<file path="src/rtl/imem_boot_controller.sv">
// imem_boot_controller
//   Owns the single port of the SPRAM instruction memory. After reset it copies
//   BOOT_WORDS words from a synchronous boot ROM into SPRAM while holding off CPU
//   fetches. Once the copy is done it shares the port every cycle between a
//   program-loader write port (higher priority) and CPU instruction fetch.
//
// Ports
//   clk, rst                     rising-edge clock, asynchronous active-high reset
//   cpu_req/cpu_addr             CPU fetch request and word address
//   cpu_stall                    fetch not accepted this cycle (combinational)
//   cpu_rdata/cpu_rvalid         fetched word, valid the cycle after acceptance
//   ld_valid/ld_addr/ld_data     loader write request
//   ld_ready                     loader write accepted when ld_valid && ld_ready
//   rom_addr/rom_rdata           boot ROM port, 1-cycle read latency
//   mem_addr/mem_wr_en/mem_wdata SPRAM command
//   mem_rdata                    SPRAM read data, 1-cycle latency
//   boot_done                    high from the first RUN cycle until reset
module imem_boot_controller #(
    parameter int unsigned BOOT_WORDS = 4096,
    parameter int unsigned ROM_AW     = 12
) (
    input  logic              clk,
    input  logic              rst,
    input  logic              cpu_req,
    input  logic [13:0]       cpu_addr,
    output logic              cpu_stall,
    output logic [31:0]       cpu_rdata,
    output logic              cpu_rvalid,
    input  logic              ld_valid,
    input  logic [13:0]       ld_addr,
    input  logic [31:0]       ld_data,
    output logic              ld_ready,
    output logic [ROM_AW-1:0] rom_addr,
    input  logic [31:0]       rom_rdata,
    output logic [13:0]       mem_addr,
    output logic              mem_wr_en,
    output logic [31:0]       mem_wdata,
    input  logic [31:0]       mem_rdata,
    output logic              boot_done
);

    typedef enum logic {StCopy, StRun} state_e;

    localparam logic [14:0] BootWordsW = 15'(BOOT_WORDS);
    localparam logic [13:0] LastAddr   = 14'(BOOT_WORDS - 1);

    state_e      state_q, state_d;
    logic [14:0] rd_ptr_q, rd_ptr_d;
    logic        wr_pend_q, wr_pend_d;
    logic [13:0] wr_addr_q, wr_addr_d;
    logic        cpu_rvalid_q, cpu_rvalid_d;

    // Next-state logic
    always_comb begin
        state_d      = state_q;
        rd_ptr_d     = rd_ptr_q;
        wr_pend_d    = 1'b0;
        wr_addr_d    = wr_addr_q;
        cpu_rvalid_d = 1'b0;
        unique case (state_q)
            StCopy: begin
                // ROM read issued this cycle becomes the SPRAM write of the next one.
                if (rd_ptr_q < BootWordsW) begin
                    rd_ptr_d  = rd_ptr_q + 15'd1;
                    wr_pend_d = 1'b1;
                    wr_addr_d = rd_ptr_q[13:0];
                end
                if (wr_pend_q && (wr_addr_q == LastAddr)) begin
                    state_d   = StRun;
                    wr_pend_d = 1'b0;
                end
            end
            StRun: begin
                cpu_rvalid_d = cpu_req && !ld_valid;
            end
            default: state_d = StCopy;
        endcase
    end

    always_ff @(posedge clk or posedge rst) begin
        if (rst) begin
            state_q      <= StCopy;
            rd_ptr_q     <= 15'd0;
            wr_pend_q    <= 1'b0;
            wr_addr_q    <= 14'd0;
            cpu_rvalid_q <= 1'b0;
        end else begin
            state_q      <= state_d;
            rd_ptr_q     <= rd_ptr_d;
            wr_pend_q    <= wr_pend_d;
            wr_addr_q    <= wr_addr_d;
            cpu_rvalid_q <= cpu_rvalid_d;
        end
    end

    assign rom_addr   = rd_ptr_q[ROM_AW-1:0];
    assign ld_ready   = (state_q == StRun);
    assign boot_done  = (state_q == StRun);
    assign cpu_rvalid = cpu_rvalid_q;
    assign cpu_rdata  = mem_rdata;

    // SPRAM port mux: copy writes, then loader over CPU
    always_comb begin
        mem_wr_en = 1'b0;
        mem_addr  = cpu_addr;
        mem_wdata = ld_data;
        cpu_stall = cpu_req;
        if (state_q == StCopy) begin
            mem_wr_en = wr_pend_q;
            mem_addr  = wr_addr_q;
            mem_wdata = rom_rdata;
        end else if (ld_valid) begin
            mem_wr_en = 1'b1;
            mem_addr  = ld_addr;
        end else begin
            cpu_stall = 1'b0;
        end
    end

endmodule
</file>
<file path="config.mk">
export PLATFORM = sky130hd
export DESIGN_NAME = imem_boot_controller
export DESIGN_NICKNAME = d
export VERILOG_FILES = /design/src/rtl/imem_boot_controller.sv
export SDC_FILE = /design/constraint.sdc
export NUM_CORES = 1
export LEC_CHECK = 0
export ABC_CLOCK_PERIOD_IN_PS = 2400
export BUFFER_PORTS_ARGS = -buffer_cell sky130_fd_sc_hd__buf_2
export CORE_AREA = 2 2 86 88
export CTS_BUF_LIST = sky130_fd_sc_hd__clkbuf_8
export DETAILED_ROUTE_END_ITERATION = 8
export DIE_AREA = 0 0 88 90
export PLACE_DENSITY = 0.83
export SYNTH_ARGS = -nofsm -noshare
export SYNTH_HDL_FRONTEND = slang
export SYNTH_SLANG_ARGS = --single-unit
</file>
<file path="constraint.sdc">
create_clock -name clk -period 2.4 [get_ports clk]
set_clock_uncertainty 0.05 [all_clocks]
set_input_delay 0.24 -clock clk [delete_from_list [all_inputs] [get_ports clk]]
set_output_delay 0.24 -clock clk [all_outputs]
set_load 0.01 [all_outputs]
</file>
**Word-level counts from Yosys, hierarchy flattened**

Cells that the tools add are included.

- Register bits: 32
- Logic and storage cells: 26

- Add/sub/neg operators: 1
- $lt $le $gt $ge: 1
- Eq/ne operators: 1
- Multiplexer cells: 13
- Bitwise gates (word level): 1
- Reduce and logical (&&, ||, !) cells: 4

Operators with widths:

| kind | number |
|---|---|
| 32-bit two-way mux | 1 |
| 14-bit two-way mux | 2 |
| 15-bit by 1-bit adder with 15-bit output, second input constant | 1 |
| 15-bit by 13-bit less-than comparator with 1-bit output, second input constant | 1 |
| 14-bit by 12-bit equality test with 1-bit output, second input constant | 1 |
| 1-bit two-way mux | 10 |
| 1-bit logical AND | 2 |
| 2-bit AND reduction | 1 |
| 1-bit logical NOT | 1 |
| 1-bit NOT | 1 |

**Logic depth before layout (Yosys ltp)**

Gate-level depths: netlist of run 1.

- Word-level depth: 4
- Gate-level depth with buffers: 5
- Mapped depth without buffers: 4

**Least setup slack after synthesis of run 1**

OpenSTA, ideal clock, no wires.

- Kind: reg-to-output
- Start point: register state_q (netlist: boot_done)
- End point: output mem_wdata[10]
- Arrival: 1493 ps
- Slack: 617 ps
- Cell stages (with the launch flop): 4
- Path buffers: 2
- Path through: dfrtp_1 clkbuf_1 clkbuf_1 mux2_2

- Longest elaborated chain between the ends: 1

Ends and longest elaborated chain:

| what | RTL line | text |
|---|---|---|
| from (decl) | 47 | `state_e state_q, state_d;` |
| from (signal assigned) | 82 | `state_q <= StCopy;` |
| from (signal assigned) | 88 | `state_q <= state_d;` |
| 32-bit two-way mux | 108 | `if (state_q == StCopy) begin` |
| to (decl) | 37 | `output logic [31:0] mem_wdata,` |

No other way between the ends.

**Worst setup path in the final report of run 1**

- Start point: register rd_ptr_q[13]
- End point: register rd_ptr_q[10]

- Longest elaborated chain between the ends: 2

Ends and longest elaborated chain:

| what | RTL line | text |
|---|---|---|
| from (decl) | 48 | `logic [14:0] rd_ptr_q, rd_ptr_d;` |
| from (signal assigned) | 89 | `rd_ptr_q <= rd_ptr_d;` |
| 15-bit by 13-bit less-than comparator with 1-bit output | 63 | `if (rd_ptr_q < BootWordsW) begin` |
| 2-bit AND reduction (no line) | - |  |

No other way between the ends.
A chain may end at the register's enable or synchronous reset.

==> results of run 1 <==
## state kept, by name, indices dropped and copies added (netlist names)
signal      count
cpu_rvalid      1
wr_addr_q      14
rd_ptr_q       15
boot_done       1
wr_pend_q       1
## path summary, 6_finish.rpt
| kind | end | slack (ns) | cells past startpoint |
|---|---|---|---|
| hold / removal | wr_addr_q[5] | 0.04 | 2 |
| max in group asynchronous | rd_ptr_q[2] | 1.60 | 3 |
| setup / recovery | rd_ptr_q[10] | 0.44 | 3 |
| setup reg to reg | rd_ptr_q[10] | 0.44 | 3 |
| hold reg to reg | rd_ptr_q[14] | 0.38 | 0 |
| min in group clk | cpu_rvalid | 0.18 | 2 |
## cell type report
type / count / area [um^2] / area share, %
Tap cell: 99 / 124 / 4.15
Timing Repair Buffer: 162 / 821 / 27.5
Clock buffer: 7 / 96.3 / 3.23
Inverter: 3 / 11.3 / 0.378
Antenna cell: 3 / 7.51 / 0.252
Clock inverter: 1 / 3.75 / 0.126
Sequential cell: 32 / 802 / 26.9
Multi-Input combinational cell: 159 / 1120 / 37.5
## power groups by stage
| stage | Clock, mW | Combinational [mW] | Sequential, mW |
|---|---|---|---|
| 2_1_floorplan | 0 | 0.127 | 0.549 |
| 3_3_place_gp | 0 | 0.182 | 0.549 |
| 3_5_place_dp | 0 | 0.187 | 0.549 |
| 4_1_cts | 0.463 | 0.187 | 0.539 |
| 5_1_grt | 0.490 | 0.202 | 0.539 |
| 6_report | 0.453 | 0.184 | 0.539 |
## worst reg2reg max path, stage by stage, from the launching register on
cell and delay [ns]:
dfrtp_1 0.41, or4_4 0.68, or4b_1 0.56, xnor2_1 0.14
## metal layers
metal	global-route usage, %	part of all wire (%)	vias up
met5	0	0.17	-
met4	4.87	0.98	2
met3	9.92	12	14
met2	27.0	44	104
met1	24.7	43	987
li1	-	-	1043
## cell usage after synthesis (all sizes together) (2+ instances only)
library cell	count
a21oi	14
and2	3
and3	2
and4	2
buf	48
clkbuf	13
dfrtp	32
inv	3
mux2	33
mux2i	14
nand2	38
nand3	3
nand4	10
nand4b	2
nor2	16
nor4	3
xnor2	9
xor2	2
## cell families (layout without fill, tap and decap cells)
group                    after synthesis  in the layout  synth area share [%]
AND/OR/NAND/NOR                       83             83                  17.1
buffers and inverters                 64            173                  17.8
multiplexers                          47             47                  22.0
flip-flops                            32             32                  34.4
AO/OA/AOI/OAI                         17             17                  3.98
XOR/XNOR                              11             11                  4.14
adder cells (fa/ha/maj)                1              1                 0.538
other                                  0              3                     0
## metrics by stage
| stage | area (um^2) | hold WS (ns) |
|---|---|---|
| 6_report | 2980 | 0.0359 |
| 5_1_grt | 2980 | 0.101 |
| 4_1_cts | 2980 | 0.0532 |
| 2_1_floorplan | 2320 | 0.306 |
| 3_3_place_gp | 2880 | 0.352 |
| 3_5_place_dp | 2880 | 0.364 |
==> out/results.tsv, run 1 <==
stage	metric	value	unit
power	Clk pwr share	38.5	%
sta	Tcrit/Tclk final	81.7	%
placement	Post-DP HPWL	6270	um
drt	drt wl/cell	16.4	um
final_layout	Finished Layout Cells	466	
yosys	Mapped Nets	384	
final_layout	final core occ	42.5	%
floorplan	chip height	90	um
floorplan	num rows	31	
yosys	Async SR Flop Fraction	100	%
critical_path	CP max FO	21	
placement	# placed instances	455	
floorplan	DIE AREA	7920	um^2
final_layout	most common cell after layout, fill and taps aside	buf_2	
global_routing	vias in the first global route	2139	
power	leakage power	1.61	nW
yosys	area share of the largest cell type after synthesis	34.4	%
drt	Iteration-0 DRC Markers	97	
placement	dpl ws	0.459	ns
yosys	Mapped Area	2320	um^2
power	Reg power frac	45.9	%
sta	Finish-stage setup viols	0	
power	Peak VDD IR	0.000268	V
floorplan	Initial Util	33.1	%
cts	setup bufs post-CTS	0	
power	P_int	0.901	mW
sta	total negative slack	0	ns
cts	CTS Root Cell	clkbuf_8	
cts	Reg clk slew, reported paths	0.07	ns
sta	final hold vios	0	
yosys	Synth Flop Type	dfrtp_1	
critical_path	Critical Path Start	rd_ptr_q[13]	
global_routing	pin count of the biggest net entering global routing	35	
critical_path	Crit Path Class	flop to flop	
power	total chip power	1.18	mW
yosys	syn_area_per_cell	9.12	um^2
global_routing	GR Util All Layers	18.8	%
sta	RSZ-0062 raised after global routing	no	
critical_path	Crit path buffers/inverters	0	
sta	Least-Margin Pin Slew	0.772	ns
cts	clock buffer depth	2	
cts	H-tree depth	2	
global_routing	first-pass GRT wire length	11400	um
sta	Slew HR	48.5	%
status	status	completed	
cts	number of buffers created by CTS	5	
critical_path	RR Startpoint	rd_ptr_q[13]	
sta	Slew Limit Fails	0	
cts	Clk Latency, worst-skew pair	0.29	ns
yosys	Post-Synthesis Cells	255	
power	Comb power frac	15.6	%
drt	DRT Pass-1 Iters	4	
final_layout	Area Growth Syn to Fin	28.3	%
critical_path	Crit. End Element	flop	
floorplan	Die X	88	um
critical_path	Worst path max stage delay	0.68	ns
floorplan	core area	7020	um^2
final_layout	layout net count	492	
power	Sw Pwr	0.275	mW
job	Max Cap Violations	0	
power	pwr dens	394	nW/um^2
sta	setup ws final	0.439	ns
yosys	Yosys reg bits	32	
drt	number of vias per cell	4.61	
critical_path	critical-path cell list	or4_4 -> or4b_1 -> xnor2_1	
placement	GP Congestion	0.803	
critical_path	CP Launch Type	flop	
placement	PortBufs	158	
yosys	number of flops mapped to enable cells by yosys	0	
final_layout	most frequent cells in the layout	158 x buf_2, 38 x nand2_1, 33 x mux2_2	
yosys	Synth area leader	dfrtp_1	
yosys	YS warnings	0	
cts	hold_buf cts	0	
cts	Sink Count	32	
critical_path	Crit path max-delay family	simple AND/OR/NAND/NOR gates	
hold_path	Hold Path Class	primary input to asynchronous set/reset pin	
sta	Max Freq	510	MHz
critical_path	WP data required	2.51	ns
power	switch share	23.4	%
final_layout	fraction of layout cells with a size suffix above 1	56.6	%
global_routing	number of antenna violations at the first check in global routing	4	
yosys	dominant cells by area after synthesis	dfrtp_1 34%, mux2_2 16%, buf_4 15%	
global_routing	total grt overflow	0	
cts	# resized after CTS	0	
final_layout	fill cell count	700	
drt	DRC	0	
yosys	unique cell type count in the Yosys netlist	27	
critical_path	CP max-delay cell	or4_4	
cts	TritonCTS clock tree	built	
floorplan	I/O pin count	223	
yosys	sequential-to-total area share from yosys stat	34.4	%
drt	Antenna Nets Post-Route	0	
sta	Final Critical Period	1.96	ns
drt	final WL	7630	um
critical_path	WP data arrival	2.08	ns
drt	via count	2150	
Power figures use the tool's default switching activity.
==> run 2, diff against run 1 <==
==> config.mk (replaced) <==
export PLATFORM = sky130hd
export DESIGN_NAME = imem_boot_controller
export DESIGN_NICKNAME = d
export VERILOG_FILES = /design/src/rtl/imem_boot_controller.sv
export SDC_FILE = /design/constraint.sdc
export NUM_CORES = 1
export LEC_CHECK = 0
export ABC_AREA = 1
export ABC_CLOCK_PERIOD_IN_PS = 1800
export BUFFER_PORTS_ARGS = -buffer_cell sky130_fd_sc_hd__buf_2
export CORE_ASPECT_RATIO = 0.75
export CORE_UTILIZATION = 35
export CTS_BUF_LIST = sky130_fd_sc_hd__clkbuf_8
export DETAILED_ROUTE_END_ITERATION = 8
export PLACE_DENSITY = 0.88
export SYNTH_ARGS = -nofsm -noshare
export SYNTH_HDL_FRONTEND = slang
export SYNTH_SLANG_ARGS = --single-unit
==> constraint.sdc (replaced) <==
create_clock -name clk -period 1.8 [get_ports clk]
set_clock_uncertainty 0.05 [all_clocks]
set_input_delay 0.18 -clock clk [delete_from_list [all_inputs] [get_ports clk]]
set_output_delay 0.18 -clock clk [all_outputs]
set_load 0.01 [all_outputs]
==> run 2 against run 1 <==
The run now ends with DRC left. Non-clock buffer count rose by 2. First-iteration DRC count rose by 46%. Die area fell by 9.0%. Clock power rose by 69%. Final area rose by 3.5%. Register-to-register slack got worse by 0.07 ns. Total power rose by 46%. Sequential power rose by 33%. Area after synthesis rose by 3.4%. Flip-flop and latch count did not move. Core utilization rose by 5.2 points. Sequential share of layout area fell by 0.96 points. Largest power group is now clock. Highest routed layer is now met4.
==> out/results.tsv, run 2 <==
stage	metric	value	unit	change
final_layout	fraction of layout cells with a size suffix above 1	36.8	%	-20 points
hold_path	Hold Path Class	primary input to flop		
final_layout	final core occ	47.7	%	+5.2 points
final_layout	most common cell after layout, fill and taps aside	nand2_1		
global_routing	vias in the first global route	2371		+11%
final_layout	flip-flop count of the largest register after layout	15		unchanged
yosys	Mapped Area	2400	um^2	+3.4%
placement	GP Congestion	0.913		+14%
yosys	syn_area_per_cell	6.44	um^2	-29%
power	switch share	23.0	%	-0.40 points
sta	Slew HR	63.2	%	+15 points
cts	TritonCTS clock tree	built		
drt	Antenna Nets Post-Route	0		unchanged
drt	met1 WL	3340	um	+2.5%
drt	DRT Pass-1 Iters	7		+3
final_layout	layout net count	612		+24%
yosys	number of flops mapped to enable cells by yosys	0		unchanged
global_routing	GR Util All Layers	23.6	%	+4.8 points
sta	total negative slack	0	ns	unchanged
placement	dpl ws	0.379	ns	-0.0802 ns
placement	dpl cell area	2930	um^2	+2.0%
critical_path	WP data arrival	1.48	ns	-0.60 ns
yosys	sequential-to-total area share from yosys stat	33.3	%	-1.1 points
critical_path	Crit path max-delay family	buffers and inverters		
final_layout	largest reg by FF count	rd_ptr_q		
cts	Clk Latency, worst-skew pair	0.29	ns	about the same
cts	Reg clk slew, reported paths	0.07	ns	about the same
job	Max Cap Violations	0		unchanged
sta	final hold vios	0		unchanged
status	violated checks	DRC		
yosys	dominant cells by area after synthesis	dfrtp_1 33%, nand2_1 25%, buf_4 14%		
critical_path	Crit. End Element	primary output		
final_layout	largest registers	rd_ptr_q: 15 flops, wr_addr_q: 14 flops		
cts	number of buffers created by CTS	5		unchanged
power	leakage power	1.83	nW	+13%
critical_path	CP max-delay cell	dfrtp_1		
placement	# placed instances	556		+22%
critical_path	Crit path buffers/inverters	3		+3
cts	H-tree depth	2		unchanged
yosys	YS warnings	0		unchanged
sta	Tcrit/Tclk final	95.2	%	
yosys	area share of the largest cell type after synthesis	33.3	%	-1.1 points
global_routing	total grt overflow	0		unchanged
status	status	finished, violations left		
yosys	unique cell type count in the Yosys netlist	22		-19%
power	Reg power frac	41.8	%	-4.1 points
yosys	Synth area leader	dfrtp_1		
sta	Slew Limit Fails	0		unchanged
floorplan	DIE AREA	7210	um^2	-9.0%
critical_path	Crit Path Class	flop to primary output		
final_layout	Finished Layout Cells	570		+22%
power	total chip power	1.72	mW	+46%
power	Sw Pwr	0.395	mW	+44%
final_layout	Area Growth Syn to Fin	28.5	%	
placement	Post-DP HPWL	6960	um	+11%
drt	number of vias per cell	4.84		+4.9%
yosys	most common cell in the netlist	nand2_1		
power	Peak VDD IR	0.000296	V	+10%
cts	CTS Root Cell	clkbuf_8		
final_layout	Final Cell Area	3090	um^2	+3.5%
floorplan	num rows	25		-19%
sta	final hold slack	0.100	ns	+0.0644 ns
power	Comb power frac	13.8	%	-1.8 points
yosys	Synth Flop Type	dfrtp_1		
drt	highest metal used	met4		
power	Clk pwr share	44.5	%	+6.0 points
drt	wire length on met3	694	um	-23%
cts	clock buffer depth	2		unchanged
cts	Sink Count	32		unchanged
floorplan	chip height	73.8	um	-18%
yosys	Yosys reg bits	32		unchanged
drt	length of routed met2 wiring	4350	um	+29%
critical_path	critical-path cell list	inv_2 -> buf_12 -> nor2_1 -> a21oi_1 -> buf_2		
critical_path	CP max FO	39		+86%
yosys	Post-synth top cells	163 x nand2_1, 46 x buf_4, 32 x dfrtp_1		
sta	Max Freq	583	MHz	
sta	Least-Margin Pin Slew	0.552	ns	-0.220 ns
floorplan	Die X	97.7	um	+11%
drt	drt wl/cell	14.9	um	-8.8%
floorplan	I/O pin count	223		unchanged
drt	final WL	8510	um	+12%
sta	RSZ-0062 raised after global routing	yes		
critical_path	CP Launch Type	flop		
floorplan	core area	6470	um^2	-7.8%
sta	Finish-stage setup viols	0		unchanged
power	P_int	1.33	mW	+47%
yosys	Async SR Flop Fraction	100	%	unchanged
global_routing	pin count of the biggest net entering global routing	40		+14%
global_routing	first-pass GRT wire length	12500	um	+10%
floorplan	Initial Util	37.1	%	+4.0 points
power	pwr dens	558	nW/um^2	+41%
sta	Final Critical Period	1.71	ns	
critical_path	WP data required	1.57	ns	-0.94 ns
yosys	Post-Synthesis Cells	373		+46%
placement	PortBufs	158		unchanged
yosys	Mapped Nets	502		+31%
drt	via count	2760		+28%
drt	Iteration-0 DRC Markers	142		+46%
sta	setup ws final	0.0855	ns	-0.354 ns
drt	DRC	52		+52
final_layout	most frequent cells in the layout	163 x nand2_1, 158 x buf_2, 32 x dfrtp_1		
cts	setup bufs post-CTS	0		unchanged
critical_path	Worst path max stage delay	0.44	ns	-0.24 ns
global_routing	number of antenna violations at the first check in global routing	4		unchanged
[run 2: cell count changes after synthesis, moves of 9 or more]
cell / previous run / this run
o21ai_0: 1 / 28
inv_1: 3 / 21
a21oi_1: 14 / 1
mux2_2: 33 / 0
nand2_1: 38 / 163
nor2_1: 16 / 28
o21ai_1: 0 / 9
mux2i_1: 14 / 0
[run 2: final timing paths]
kind	startpoint	to	slack, ns	depth (start not counted)
worst min-delay path	cpu_req	cpu_rvalid	0.10	3
min in group asynchronous	rst	rd_ptr_q[12]	0.47	4
worst min register to register	rd_ptr_q[13]	rd_ptr_q[13]	0.33	0
max in group asynchronous	rst	rd_ptr_q[10]	0.93	4
worst max register to register	boot_done	rd_ptr_q[10]	0.37	6
worst max-delay path	boot_done	mem_wr_en	0.09	5
[run 2: layer usage]
metal  track usage, %  vias up
li1                 -     1333
met3             6.28       13
met1             27.9     1266
met4             10.6        0
met5                0        -
met2             40.8      148
[run 2: layout make-up]
cell class	count	area, um^2
Clock buffer	7	96.3
Tap cell	81	101
Antenna cell	5	12.5
Multi-Input combinational cell	257	1100
Inverter	23	86.3
Timing Repair Buffer	164	858
Sequential cell	32	801
Clock inverter	1	30.0
Fill cell	658	3390
[run 2: worst register-to-register path, cell delays in order (launching register included)]
cell and delay, ns:
dfrtp_1 0.44, nor2_2 0.15, nand2_4 0.21, nor2_4 0.26, nand3_1 0.10, nand2_1 0.07
nand2_1 0.06
[run 2: logic make-up after synthesis]
kind of cell,after synthesis,share of synthesized area [%]
DFF,32,33.3
xor gates and xnor gates,4,1.46
adders and majority gates,1,0.520
buffers and inverters,84,20.8
and+or+nand+nor,212,35.5
AOI/OAI and AO/OA,40,8.43
[run 2: power groups by stage]
stage / registers, mW / logic [mW] / clock network [mW]
2_1_floorplan: 0.733 / 0.150 / 0
3_3_place_gp: 0.732 / 0.231 / 0
3_5_place_dp: 0.732 / 0.235 / 0
4_1_cts: 0.719 / 0.238 / 0.782
5_1_grt: 0.718 / 0.264 / 0.821
6_report: 0.719 / 0.237 / 0.766
[run 2: repair_timing]
item                                    CTS  global route
hold buffers                              1             0
endpoints found under the setup margin    0             9
hold endpoints to repair                 32             0
resized for setup                         0             2
